### config.mk
export PLATFORM = sky130hd
export DESIGN_NAME = lsu_sequencer
export DESIGN_NICKNAME = d
export VERILOG_FILES = /design/src/rtl/lsu_sequencer.sv
export SDC_FILE = /design/constraint.sdc
export NUM_CORES = 1
export LEC_CHECK = 0
export CAP_MARGIN = 20
export CELL_PAD_IN_SITES_DETAIL_PLACEMENT = 0
export CELL_PAD_IN_SITES_GLOBAL_PLACEMENT = 2
export CORE_ASPECT_RATIO = 0.8
export CORE_MARGIN = 2
export CORE_UTILIZATION = 28
export CTS_BUF_LIST = sky130_fd_sc_hd__clkbuf_4 sky130_fd_sc_hd__clkbuf_8 sky130_fd_sc_hd__clkbuf_16
export CTS_CLUSTER_SIZE = 10
export DETAILED_ROUTE_END_ITERATION = 8
export GPL_TIMING_DRIVEN = 0
export PLACE_DENSITY = 0.81
export SLEW_MARGIN = 15
export SYNTH_ARGS = -nofsm -noshare
export SYNTH_HDL_FRONTEND = slang
export SYNTH_SLANG_ARGS = --single-unit
### constraint.sdc
create_clock -name clk -period 2.5 [get_ports clk]
set_input_delay 0.75 -clock clk [delete_from_list [all_inputs] [get_ports clk]]
set_output_delay 0.75 -clock clk [all_outputs]
set_load 0.01 [all_outputs]
### src/rtl/lsu_sequencer.sv
// Load/store sequencer: turns one decoded memory instruction into a req/ack bus
// transaction, aligns and extends load data, and parks in a sticky fault on errors.
module lsu_sequencer #(
    parameter int TIMEOUT = 15
) (
    input  logic        clk,
    input  logic        rst_n,
    input  logic        start_i,
    input  logic [5:0]  op_i,
    input  logic [31:0] addr_i,
    input  logic [31:0] wdata_i,
    input  logic        fault_clr_i,
    output logic        stall_o,
    output logic        done_o,
    output logic [31:0] rd_data_o,
    output logic        bus_req_o,
    output logic        bus_we_o,
    output logic [31:0] bus_addr_o,
    output logic [3:0]  bus_wstrb_o,
    output logic [31:0] bus_wdata_o,
    input  logic [31:0] bus_rdata_i,
    input  logic        bus_ack_i,
    output logic        fault_o,
    output logic [1:0]  fault_cause_o
);

    localparam int CNT_W = (TIMEOUT > 2) ? $clog2(TIMEOUT) : 1;

    localparam logic [5:0] OP_LB  = 6'd0;
    localparam logic [5:0] OP_LH  = 6'd1;
    localparam logic [5:0] OP_LW  = 6'd2;
    localparam logic [5:0] OP_LBU = 6'd4;
    localparam logic [5:0] OP_SB  = 6'd15;
    localparam logic [5:0] OP_SH  = 6'd16;
    localparam logic [5:0] OP_SW  = 6'd17;

    localparam logic [1:0] CAUSE_NONE  = 2'b00;
    localparam logic [1:0] CAUSE_ALIGN = 2'b01;
    localparam logic [1:0] CAUSE_OP    = 2'b10;
    localparam logic [1:0] CAUSE_TMO   = 2'b11;

    typedef enum logic [1:0] {
        S_IDLE  = 2'd0,
        S_REQ   = 2'd1,
        S_DONE  = 2'd2,
        S_FAULT = 2'd3
    } state_t;

    function automatic logic op_supported_f(input logic [5:0] op);
        case (op)
            OP_LB, OP_LH, OP_LW, OP_LBU, OP_SB, OP_SH, OP_SW: op_supported_f = 1'b1;
            default:                                         op_supported_f = 1'b0;
        endcase
    endfunction

    function automatic logic is_store_f(input logic [5:0] op);
        case (op)
            OP_SB, OP_SH, OP_SW: is_store_f = 1'b1;
            default:             is_store_f = 1'b0;
        endcase
    endfunction

    function automatic logic misaligned_f(input logic [5:0] op, input logic [1:0] off);
        case (op)
            OP_LH, OP_SH: misaligned_f = off[0];
            OP_LW, OP_SW: misaligned_f = (off != 2'b00);
            default:      misaligned_f = 1'b0;
        endcase
    endfunction

    function automatic logic [3:0] wstrb_f(input logic [5:0] op, input logic [1:0] off);
        case (op)
            OP_SB:   wstrb_f = 4'b0001 << off;
            OP_SH:   wstrb_f = 4'b0011 << off;
            OP_SW:   wstrb_f = 4'b1111;
            default: wstrb_f = 4'b0000;
        endcase
    endfunction

    function automatic logic [31:0] wdata_f(input logic [5:0] op, input logic [31:0] d);
        case (op)
            OP_SB:   wdata_f = {4{d[7:0]}};
            OP_SH:   wdata_f = {2{d[15:0]}};
            OP_SW:   wdata_f = d;
            default: wdata_f = 32'h0000_0000;
        endcase
    endfunction

    function automatic logic [31:0] load_ext_f(input logic [5:0] op, input logic [1:0] off,
                                               input logic [31:0] rdata);
        logic [31:0] lane;
        lane = rdata >> {off, 3'b000};
        case (op)
            OP_LB:   load_ext_f = {{24{lane[7]}}, lane[7:0]};
            OP_LBU:  load_ext_f = {24'h00_0000, lane[7:0]};
            OP_LH:   load_ext_f = {{16{lane[15]}}, lane[15:0]};
            default: load_ext_f = lane;
        endcase
    endfunction

    state_t           state_q, state_d;
    logic [CNT_W-1:0] cnt_q, cnt_d;
    logic [5:0]       op_q, op_d;
    logic [1:0]       off_q, off_d;
    logic             bus_req_q, bus_req_d;
    logic             bus_we_q, bus_we_d;
    logic [31:0]      bus_addr_q, bus_addr_d;
    logic [3:0]       bus_wstrb_q, bus_wstrb_d;
    logic [31:0]      bus_wdata_q, bus_wdata_d;
    logic [31:0]      rd_data_q, rd_data_d;
    logic             done_q, done_d;
    logic             fault_q, fault_d;
    logic [1:0]       cause_q, cause_d;

    // Next-state and registered-output computation for the sequencer FSM.
    always_comb begin
        state_d     = state_q;
        cnt_d       = cnt_q;
        op_d        = op_q;
        off_d       = off_q;
        bus_req_d   = bus_req_q;
        bus_we_d    = bus_we_q;
        bus_addr_d  = bus_addr_q;
        bus_wstrb_d = bus_wstrb_q;
        bus_wdata_d = bus_wdata_q;
        rd_data_d   = rd_data_q;
        done_d      = 1'b0;
        fault_d     = fault_q;
        cause_d     = cause_q;
        case (state_q)
            S_IDLE: begin
                if (!start_i) begin
                    state_d = S_IDLE;
                end else if (!op_supported_f(op_i)) begin
                    state_d = S_FAULT;
                    fault_d = 1'b1;
                    cause_d = CAUSE_OP;
                end else if (misaligned_f(op_i, addr_i[1:0])) begin
                    state_d = S_FAULT;
                    fault_d = 1'b1;
                    cause_d = CAUSE_ALIGN;
                end else begin
                    state_d     = S_REQ;
                    cnt_d       = {CNT_W{1'b0}};
                    op_d        = op_i;
                    off_d       = addr_i[1:0];
                    bus_req_d   = 1'b1;
                    bus_we_d    = is_store_f(op_i);
                    bus_addr_d  = {addr_i[31:2], 2'b00};
                    bus_wstrb_d = wstrb_f(op_i, addr_i[1:0]);
                    bus_wdata_d = wdata_f(op_i, wdata_i);
                end
            end
            S_REQ: begin
                // Ack takes priority over the timeout in the final wait cycle.
                if (bus_ack_i) begin
                    state_d   = S_DONE;
                    bus_req_d = 1'b0;
                    done_d    = 1'b1;
                    if (!is_store_f(op_q)) begin
                        rd_data_d = load_ext_f(op_q, off_q, bus_rdata_i);
                    end else begin
                        rd_data_d = rd_data_q;
                    end
                end else if (cnt_q == CNT_W'(TIMEOUT - 1)) begin
                    state_d   = S_FAULT;
                    bus_req_d = 1'b0;
                    fault_d   = 1'b1;
                    cause_d   = CAUSE_TMO;
                end else begin
                    cnt_d = cnt_q + CNT_W'(1);
                end
            end
            S_DONE: begin
                state_d = S_IDLE;
            end
            S_FAULT: begin
                if (fault_clr_i) begin
                    state_d = S_IDLE;
                    fault_d = 1'b0;
                    cause_d = CAUSE_NONE;
                end else begin
                    state_d = S_FAULT;
                end
            end
            default: begin
                state_d   = S_IDLE;
                bus_req_d = 1'b0;
            end
        endcase
    end

    // State and output registers.
    always_ff @(posedge clk or negedge rst_n) begin
        if (!rst_n) begin
            state_q     <= S_IDLE;
            cnt_q       <= {CNT_W{1'b0}};
            op_q        <= 6'd0;
            off_q       <= 2'b00;
            bus_req_q   <= 1'b0;
            bus_we_q    <= 1'b0;
            bus_addr_q  <= 32'h0000_0000;
            bus_wstrb_q <= 4'b0000;
            bus_wdata_q <= 32'h0000_0000;
            rd_data_q   <= 32'h0000_0000;
            done_q      <= 1'b0;
            fault_q     <= 1'b0;
            cause_q     <= CAUSE_NONE;
        end else begin
            state_q     <= state_d;
            cnt_q       <= cnt_d;
            op_q        <= op_d;
            off_q       <= off_d;
            bus_req_q   <= bus_req_d;
            bus_we_q    <= bus_we_d;
            bus_addr_q  <= bus_addr_d;
            bus_wstrb_q <= bus_wstrb_d;
            bus_wdata_q <= bus_wdata_d;
            rd_data_q   <= rd_data_d;
            done_q      <= done_d;
            fault_q     <= fault_d;
            cause_q     <= cause_d;
        end
    end

    // Stall is combinational so the PC freezes in the same cycle the instruction is seen.
    assign stall_o = ((state_q == S_IDLE) && start_i) || (state_q == S_REQ) || (state_q == S_FAULT);

    assign done_o        = done_q;
    assign rd_data_o     = rd_data_q;
    assign bus_req_o     = bus_req_q;
    assign bus_we_o      = bus_we_q;
    assign bus_addr_o    = bus_addr_q;
    assign bus_wstrb_o   = bus_wstrb_q;
    assign bus_wdata_o   = bus_wdata_q;
    assign fault_o       = fault_q;
    assign fault_cause_o = cause_q;

endmodule

== Word-level counts from Yosys, hierarchy flattened ==
Cells that the tools add are included.

* Register bits after elaboration: 118
* Bits of input ports: 107
* Output and inout port bits: 107
* Word-level logic and storage cells: 110

* Add/subtract/negate cells: 1
* Equal/unequal tests: 24
* Shifts and indexed selects: 3
* Multiplexer cells: 48
* Bitwise gates (word level): 2
* Reduce and logical (&&, ||, !) cells: 19

{| class="wikitable"
|+ Operators with widths
! kind !! number
|-
| $pmux W32 S3 || 2
|-
| $shr A32 B5 Y32 || 1
|-
| $eq A6 B5 Y1 const B || 4
|-
| $mux W1 || 23
|-
| $mux W2 || 11
|-
| $mux W4 || 5
|-
| $ne A2 B2 Y1 const B || 7
|-
| $eq A6 B1 Y1 const B || 2
|-
| $eq A6 B3 Y1 const B || 2
|-
| $eq A6 B4 Y1 const B || 2
|-
| $logic_not A6 Y1 || 2
|-
| $pmux W4 S3 || 1
|-
| $reduce_and A6 Y1 || 2
|-
| $pmux W2 S4 || 1
|-
| $pmux W4 S2 || 1
|-
| $reduce_or A7 Y1 || 1
|-
| $eq A6 B2 Y1 const B || 1
|-
| $ne A3 B3 Y1 const B || 2
|-
| $pmux W2 S3 || 1
|-
| $reduce_or A3 Y1 || 2
|-
| $reduce_and A5 Y1 || 1
|-
| $add A4 B1 Y4 const B || 1
|-
| $eq A2 B2 Y1 const B || 2
|-
| $eq A4 B4 Y1 const B || 1
|-
| 14 further kinds || 19
|}

== Longest topological paths before layout ==
Gate-level depths: netlist of the first run.

* Depth in word-level cells: 12
* Depth in mapped cells: 8
* Depth with buffers taken out: 7

== Least setup slack after synthesis of the first run ==
Ideal clock, no wire load.

* Path kind: input to register
* From: input op_i[1]
* To: register bus_addr_q[10], in the netlist bus_addr_o[10]
* Library setup time: 0.125 ns
* Data arrival time: 2.348 ns
* Required time: 2.375 ns
* Slack: 0.026 ns
* Cell stages on the path: 8
* Buffers on the path: 3
* Path through: buf_2 > nor2b_1 > nor4b_4 > or2_2 > nand4_2 > buf_6 > buf_6 > mux2_4

* Word-level cells in the longest chain between the ends: 8
* Elaborated cells on any way between the ends: 19
* Classes of those cells: eq/ne: 6; mux: 7; bitwise: 1; reduce/logical: 5

{| class="wikitable"
|+ RTL lines
! element !! RTL line !! RTL
|-
| start: declaration || 9 || <nowiki>input logic [5:0] op_i,</nowiki>
|-
| $eq A6 B5 Y1, or another cell as far along || 50, 64 ||
|-
| $reduce_or A2 Y1 || 64 || <nowiki>case (op)</nowiki>
|-
| $pmux W1 S2 || 64 ||
|-
| $mux W1 || 134 || <nowiki>end else if (!op_supported_f(op_i)) begin</nowiki>
|-
| $mux W1 || 132 || <nowiki>if (!start_i) begin</nowiki>
|-
| $mux W1 || 130 || <nowiki>case (state_q)</nowiki>
|-
| $not A1 Y1 (no source line) || - ||
|-
| $reduce_and A4 Y1 (no source line) * || - ||
|-
| end signal: assignment || 216 || <nowiki>bus_addr_q <= bus_addr_d;</nowiki>
|-
| end: declaration || 107 || <nowiki>logic [31:0] bus_addr_q, bus_addr_d;</nowiki>
|}

Mark *: on every way between the ends. The rest lies on a longest branch, timed or not. The select of a mux whose other input is x is not followed.
A chain may end at the register's enable or synchronous reset.

== Worst setup path after layout of the first run ==
* From: input op_i[3]
* To: register bus_wstrb_q[1], in the netlist bus_wstrb_o[1]

* Word-level cells in the longest chain between the ends: 8
* Elaborated cells on any way between the ends: 20
* Classes of those cells: eq/ne: 6; mux: 8; bitwise: 1; reduce/logical: 5

{| class="wikitable"
|+ RTL lines
! element !! RTL line !! RTL
|-
| $eq A6 B5 Y1, or another cell as far along || 50, 64, 72 ||
|-
| $reduce_or A2 Y1 || 64 ||
|-
| $pmux W1 S2 || 64 ||
|-
| $mux W1 || 134 ||
|-
| $mux W1 || 132 ||
|-
| $mux W1 || 130 ||
|-
| $not A1 Y1 (no source line) || - ||
|-
| $reduce_and A4 Y1 (no source line) || - ||
|-
| end signal: assignment || 217 || <nowiki>bus_wstrb_q <= bus_wstrb_d;</nowiki>
|-
| end: declaration || 108 || <nowiki>logic [3:0] bus_wstrb_q, bus_wstrb_d;</nowiki>
|}

Several ways; a longest one is shown, not always the timed one. The select of a mux whose other input is x is not followed.

==> metrics.yaml, run 1 <==
status:
  status: "complete, no violations"
setup_path:
  rr_worst_depth: 6
  crit_fanout: 10
  rr_endpoint: "rd_data_o[2]$_DFFE_PN0P_"
  crit_chain: "dlygate4sd2_1, or4b_1, nor2_1, buf_2, nand2_1, a21boi_0, mux2_4"
  rr_startpoint: "state_q[1]$_DFFE_PN0P_"
  worstPathRequired_ps: 2840
  crit_path_start_kind: "input port"
  cpPeakStageDelay_ps: 580
  reg2reg_slack_ps: 230
  cp.depth: 7
  critical_path_class: "input port to register"
  endpoint: "bus_wstrb_o[1]$_DFFE_PN0P_"
  crit_family: "simple AND/OR/NAND/NOR gates"
  critPathBufInv: 2
  slowest_stage: "or4b_1"
  crit_start: "op_i[3]"
  crit_arrival_ps: 2730
  cp-end-kind: "register"
final_layout:
  final_cells: 1010
  area_growth_pct: 53.0
  drive_gt1_share_pct: 18.9
  multi_input_area_um2: 2740
  nets: 836
  area.sequential_um2: 2950
  fill_cells: 1941
min_path:
  worstHoldPathType: "input port to async pin"
route:
  ant_nets: 0
  vias: 4734
  drtIter0Drc: 196
  post_drt_wl_per_cell_um: 18.0
  avgViaCountPerCell: 4.69
  drtPass1Iterations: 4
  drt-total-wl_mm: 18.2
  drc: 0
timing:
  min_period_ps: 2380
  period_share_pct: 95.4
  max_clock_freq_mhz: 419
  setup_viol: 0
  rsz0062_at_grt: "no"
  hold_ws_ps: 298
  finalWorstSetupSlack_ps: 115
  worstMarginPinSlew_ps: 734
  slew_headroom_pct: 51.1
  finClkSkew_ps: 8.18
  slew_viol_final: 0
  hold_viol: 0
pwr:
  pwr-share-seq_pct: 31.4
  power.share.clock_pct: 26.6
  power.switching_mw: 3.17
  p_sw_share_pct: 32.0
  design_power_total_mw: 9.92
  power_frac_comb_pct: 42.1
  internal-power_mw: 6.75
  vdd_drop_max_mv: 0.531
  power_density_nw_per_um2: 1100
  p_leak_nw: 4.03
placement:
  dp_cells: 975
  dp.final_hpwl_mm: 13.4
  port_buffers: 208
  post-place-ws_ps: -801
  gp_congestion: 0.842
clocking:
  cts_tree: "built"
  cts_buffers: 17
  cts_root_buf: "clkbuf_16"
  postCtsHoldBufs: 0
  path_clk_slew_ps: 60
  clkLatencyLatePin_ps: 410
  htreeDepth: 4
  clock_sinks: 118
  ctsLongestPathBuffers: 2
global_routing:
  grt_pass1_vias: 4917
  grt_antenna_before_repair: 1
  grt-ovfl-total: 0
  grt_max_degree: 66
  gr-usage-all-layers_pct: 16.3
  grt_pass1_wl_mm: 28.2
die:
  io_pins: 214
  start_util_pct: 28.6
  core_area_um2: 20700
  dieArea_um2: 22300
  rows: 47
  die_x_um: 166
  die_y_um: 134
synth:
  synth.avg_cell_area_um2: 11.9
  synthArstFlopShare_pct: 100
  synthCells: 496
  ys_seq_area_share_pct: 50.0
  netlist_area_um2: 5910
  ys_types: 47
  synth_seq_cells: 118
  synth-edff-count: 0
  synth_ff_type: "dfrtp_1"
  synth-warning-count: 0
flow_run:
  max-cap-violations: 0
## cell usage after synthesis (2+ instances only)
cell | count | share of area (%)
dfrtp_1 | 118 | 50
mux2_4 | 39 | 9.9
mux2i_1 | 37 | 6.3
mux2_2 | 33 | 6.3
nor2_1 | 32 | 2.0
nand2_1 | 26 | 1.7
o22a_1 | 25 | 3.7
a21oi_1 | 18 | 1.5
a22o_1 | 18 | 2.7
inv_1 | 17 | 1.1
o21ai_0 | 15 | 1.3
nor2b_1 | 14 | 1.5
and2_1 | 13 | 1.4
clkbuf_1 | 12 | 0.76
buf_2 | 10 | 0.85
a211oi_1 | 8 | 1.0
buf_1 | 5 | 0.32
buf_6 | 5 | 0.95
o21a_1 | 5 | 0.64
nor3_1 | 4 | 0.34
a31oi_1 | 3 | 0.32
nand3_1 | 3 | 0.25
or2_2 | 3 | 0.32
a21boi_0 | 2 | 0.25
and3b_1 | 2 | 0.30
buf_4 | 2 | 0.25
ha_1 | 2 | 0.42
nand2b_1 | 2 | 0.21
nand4_1 | 2 | 0.21
o221a_2 | 2 | 0.38
o22ai_1 | 2 | 0.21
o2bb2ai_1 | 2 | 0.30
## layout make-up
class	count	share of cell area [%]
antenna	1	0.0277
buffer	33	2.03
clock buffer	18	4.85
clock inverter	14	2.19
inverter	17	0.705
multi-input combinational	328	30.3
sequential	118	32.6
tap	269	3.72
timing repair buffer	212	23.6
## registers in the layout, summed over array words and instances (netlist names)
register / count
bus_req_o: 1
bus_wdata_o: 32
bus_addr_o: 30
done_o: 1
bus_we_o: 1
fault_cause_o: 2
state_q: 2
rd_data_o: 32
bus_wstrb_o: 4
op_q: 6
fault_o: 1
off_q: 2
cnt_q: 4
## through the flow
step	TNS, ps	util (%)	instance area (um2)
floorplan	0	-	5910
global placement	-548620	40.3	8330
detailed placement	-68050	40.4	8360
CTS	0	43.6	9010
global route	0	43.7	9050
finish	0	43.7	9050
## repair_timing
item,in CTS,in global routing
resized for setup,7,6
endpoints found under the setup margin,86,35
buffers inserted,1,2
pin swaps,1,2
## kinds of logic (layout without fill, tap and decap cells)
group	Yosys count	count (layout)	share of synthesized area, %
DFF	118	118	50.0
buffers and inverters	51	294	4.21
and+or+nand+nor	107	107	9.34
AOI/OAI and AO/OA	107	107	13.4
muxes	109	109	22.5
other	1	3	0.0634
adders and majority gates	2	2	0.423
xor gates and xnor gates	1	1	0.148
## per-layer routing
layer / routed length, um / GRT usage (%) / part of all wire (%)
met1: 8910 / 23.6 / 49
met4: 89 / 4.21 / 0.49
met2: 8150 / 24.1 / 45
met5: 0 / 0 / 0
met3: 1020 / 4.51 / 5.6
## cells in the final DEF (no fill, tap or decap), types with 5 or more instances in the layout
cell	netlist	layout
clkbuf_16	0	17
dfrtp_1	118	118
o21a_1	5	5
a21oi_1	18	18
clkdlybuf4s50_1	0	202
and2_1	13	13
clkbuf_1	12	10
buf_2	10	10
o21ai_0	15	15
o22a_1	25	25
nand2_1	26	25
inv_1	17	17
mux2_2	33	33
mux2i_1	37	37
buf_4	2	5
mux2_4	39	39
a211oi_1	8	8
a22o_1	18	18
nor2b_1	14	14
buf_6	5	6
nor2_1	32	31
## power groups by stage
stage               combinational (mW)  sequential (mW)  clock [mW]
floorplan                         1.84             3.37           0
global placement                  4.09             3.11           0
detailed placement                4.15             3.14           0
CTS                               4.18             3.12        2.71
global route                      4.48             3.22        2.80
finish                            4.17             3.11        2.64
## worst min path at each step
stage / from / to / slack (ps) / cells after the start
floorplan: rst_n / bus_addr_o[10]$_DFFE_PN0P_ / 450 / 0
global placement: fault_o$_DFFE_PN0P_ / fault_o$_DFFE_PN0P_ / 480 / 1
detailed placement: fault_o$_DFFE_PN0P_ / fault_o$_DFFE_PN0P_ / 490 / 1
CTS: rst_n / done_o$_DFF_PN0_ / 300 / 1
global route: rst_n / done_o$_DFF_PN0_ / 320 / 1
finish: rst_n / done_o$_DFF_PN0_ / 300 / 1
Power figures use the tool's default switching activity.
==> run 2, diff against run 1 <==
--- a/config.mk
+++ b/config.mk
@@ -9,7 +9,6 @@
 export CELL_PAD_IN_SITES_DETAIL_PLACEMENT = 0
 export CELL_PAD_IN_SITES_GLOBAL_PLACEMENT = 2
 export CORE_ASPECT_RATIO = 0.8
-export CORE_MARGIN = 2
 export CORE_UTILIZATION = 28
 export CTS_BUF_LIST = sky130_fd_sc_hd__clkbuf_4 sky130_fd_sc_hd__clkbuf_8 sky130_fd_sc_hd__clkbuf_16
 export CTS_CLUSTER_SIZE = 10
==> run 2 against run 1 <==
  * Register-to-register slack about the same
  * Clock power is 7% lower
  * Combinational power barely moved
  * Non-clock buffer count did not move
  * Sequential power about the same
  * Core utilization shrank 0.13 points
  * Global-route usage up 0.77 points
  * Count of clock-buffer cells in the layout rose by 4
  * Routed wire length rose by 0.39%
  * Die area fell by 2.7%
  * Sequential share of layout area increased by 0.095 points
  * Critical path depth unchanged
==> metrics.yaml, run 2 (synthesized netlist as in run 1, its figures left out) <==
status:
  status: "complete, no violations"
global_routing:
  grt_pass1_vias: 4930  # +0.26%
  grt_max_degree: 79  # +20%
  grt_pass1_wl_mm: 28.3  # +0.22%
  grt_antenna_before_repair: 3  # +2
  gr-usage-all-layers_pct: 17.1  # +0.77 points
  grt-ovfl-total: 0  # unchanged
pwr:
  p_leak_nw: 4.01  # -0.42%
  pwr-share-seq_pct: 32.0  # +0.6 points
  power_frac_comb_pct: 42.8  # +0.7 points
  p_sw_share_pct: 32.0  # +0.045 points
  internal-power_mw: 6.63  # -1.8%
  design_power_total_mw: 9.75  # -1.7%
  power.share.clock_pct: 25.2  # -1.4 points
  power.switching_mw: 3.12  # -1.6%
  power_density_nw_per_um2: 1080  # -1.4%
  vdd_drop_max_mv: 0.519  # -2.2%
timing:
  min_period_ps: 2420  # +33.1 ps
  rsz0062_at_grt: "no"
  period_share_pct: 96.7  # +1.3 points
  setup_viol: 0  # unchanged
  hold_viol: 0  # unchanged
  finClkSkew_ps: 10.9  # +2.76 ps
  finalWorstSetupSlack_ps: 82.1  # -33.1 ps
  slew_viol_final: 0  # unchanged
  hold_ws_ps: 248  # -49.6 ps
  max_clock_freq_mhz: 414  # -1.4%
  worstMarginPinSlew_ps: 728  # -6.19 ps
  slew_headroom_pct: 51.5  # +0.41 points
placement:
  dp.final_hpwl_mm: 13.3  # -0.77%
  post-place-ws_ps: -783  # +18.7 ps
  dp_cells: 975  # unchanged
  port_buffers: 208  # unchanged
  placed_cell_area_um2: 8360  # unchanged
  gp_congestion: 0.825  # -2.0%
clocking:
  clkLatencyLatePin_ps: 410  # about the same
  clock_sinks: 118  # unchanged
  htreeDepth: 4  # unchanged
  cts_buffers: 17  # unchanged
  cts_tree: "built"
  cts_root_buf: "clkbuf_16"
  ctsLongestPathBuffers: 2  # unchanged
  postCtsHoldBufs: 0  # unchanged
  path_clk_slew_ps: 60  # about the same
setup_path:
  crit_start: "bus_rdata_i[31]"
  cp-end-kind: "register"
  rr_startpoint: "state_q[1]$_DFFE_PN0P_"
  crit_path_start_kind: "input port"
  reg2reg_slack_ps: 230  # about the same
  worstPathRequired_ps: 2850  # about the same
  crit_fanout: 10  # unchanged
  critical_path_class: "input port to register"
  crit_arrival_ps: 2770  # +40 ps
die:
  io_pins: 214  # unchanged
  rows: 47  # unchanged
  die_x_um: 164  # -1.2%
  die_y_um: 132  # -1.5%
  start_util_pct: 28.6  # unchanged
  dieArea_um2: 21700  # -2.7%
  core_area_um2: 20700  # unchanged
final_layout:
  final_common_cell: "clkdlybuf4s50_1"
  area.sequential_um2: 2950  # unchanged
  final_cells: 1008  # -0.20%
  nets: 836  # unchanged
  multi_input_area_um2: 2740  # about the same
  final_cell_mix: "202 x clkdlybuf4s50_1, 118 x dfrtp_1, 39 x mux2_4"
  drive_gt1_share_pct: 18.7  # -0.19 points
  fill_cells: 1940  # -0.052%
  area_growth_pct: 52.6
  final_cell_area_um2: 9020  # -0.29%
route:
  drt-total-wl_mm: 18.2  # +0.39%
  drc: 0  # unchanged
  drtIter0Drc: 255  # +30%
  vias: 4755  # +0.44%
  drtPass1Iterations: 4  # unchanged
  post_drt_wl_per_cell_um: 18.1  # +0.58%
  avgViaCountPerCell: 4.72  # +0.64%
  ant_nets: 0  # unchanged
flow_run:
  max-cap-violations: 0  # unchanged
min_path:
  worstHoldPathType: "input port to async pin"
[run 2: repair_timing]
action                                  4_1_cts  5_1_grt
endpoints found under the hold margin         0        0
gates resized for setup                      13        7
endpoints found under the setup margin       86       88
buffers inserted                              1        2
pin swaps                                     2        1
[run 2: power groups by stage]
stage	Clock, mW	Combinational, mW	Sequential [mW]
2_1_floorplan	0	1.84	3.37
3_3_place_gp	0	4.09	3.12
3_5_place_dp	0	4.15	3.15
4_1_cts	2.52	4.19	3.13
5_1_grt	2.59	4.51	3.22
6_report	2.45	4.18	3.12
[run 2: path summary, 6_finish.rpt]
kind	to	depth (start not counted)
setup reg to reg	rd_data_o[7]$_DFFE_PN0P_	6
hold / removal	bus_addr_o[14]$_DFFE_PN0P_	1
setup / recovery	rd_data_o[29]$_DFFE_PN0P_	7
hold reg to reg	bus_req_o$_DFFE_PN0P_	1
max in group asynchronous	state_q[1]$_DFFE_PN0P_	2
min in group clk	bus_req_o$_DFFE_PN0P_	1
[run 2: critical path, stage by stage]
cell             delay [ps]
clkdlybuf4s50_1         560
mux2i_1                 130
mux2i_1                 300
mux2i_1                 180
o31ai_4                 380
buf_2                   290
o22a_1                  170
[run 2: area by class of cell]
| type | instances | area share, % |
|---|---|---|
| Timing Repair Buffer | 212 | 23.6 |
| Antenna cell | 2 | 0.0555 |
| Sequential cell | 118 | 32.7 |
| Clock buffer | 22 | 5.48 |
| Multi-Input combinational cell | 328 | 30.4 |
| Tap cell | 269 | 3.73 |
| Buffer | 33 | 2.22 |
| Clock inverter | 7 | 1.07 |
| Inverter | 17 | 0.707 |
[run 2: per-stage QoR]
step           utilization, %  TNS, ps
2_1_floorplan               -        0
3_3_place_gp             40.3  -537720
3_5_place_dp             40.4   -66430
4_1_cts                  43.4        0
5_1_grt                  43.6        0
6_report                 43.6        0
[run 2: metal layers]
layer | track usage [%] | routed length, um
met2 | 25.9 | 8110
met3 | 4.56 | 1220
met5 | 0 | 16
met1 | 23.6 | 8660
met4 | 5.15 | 244
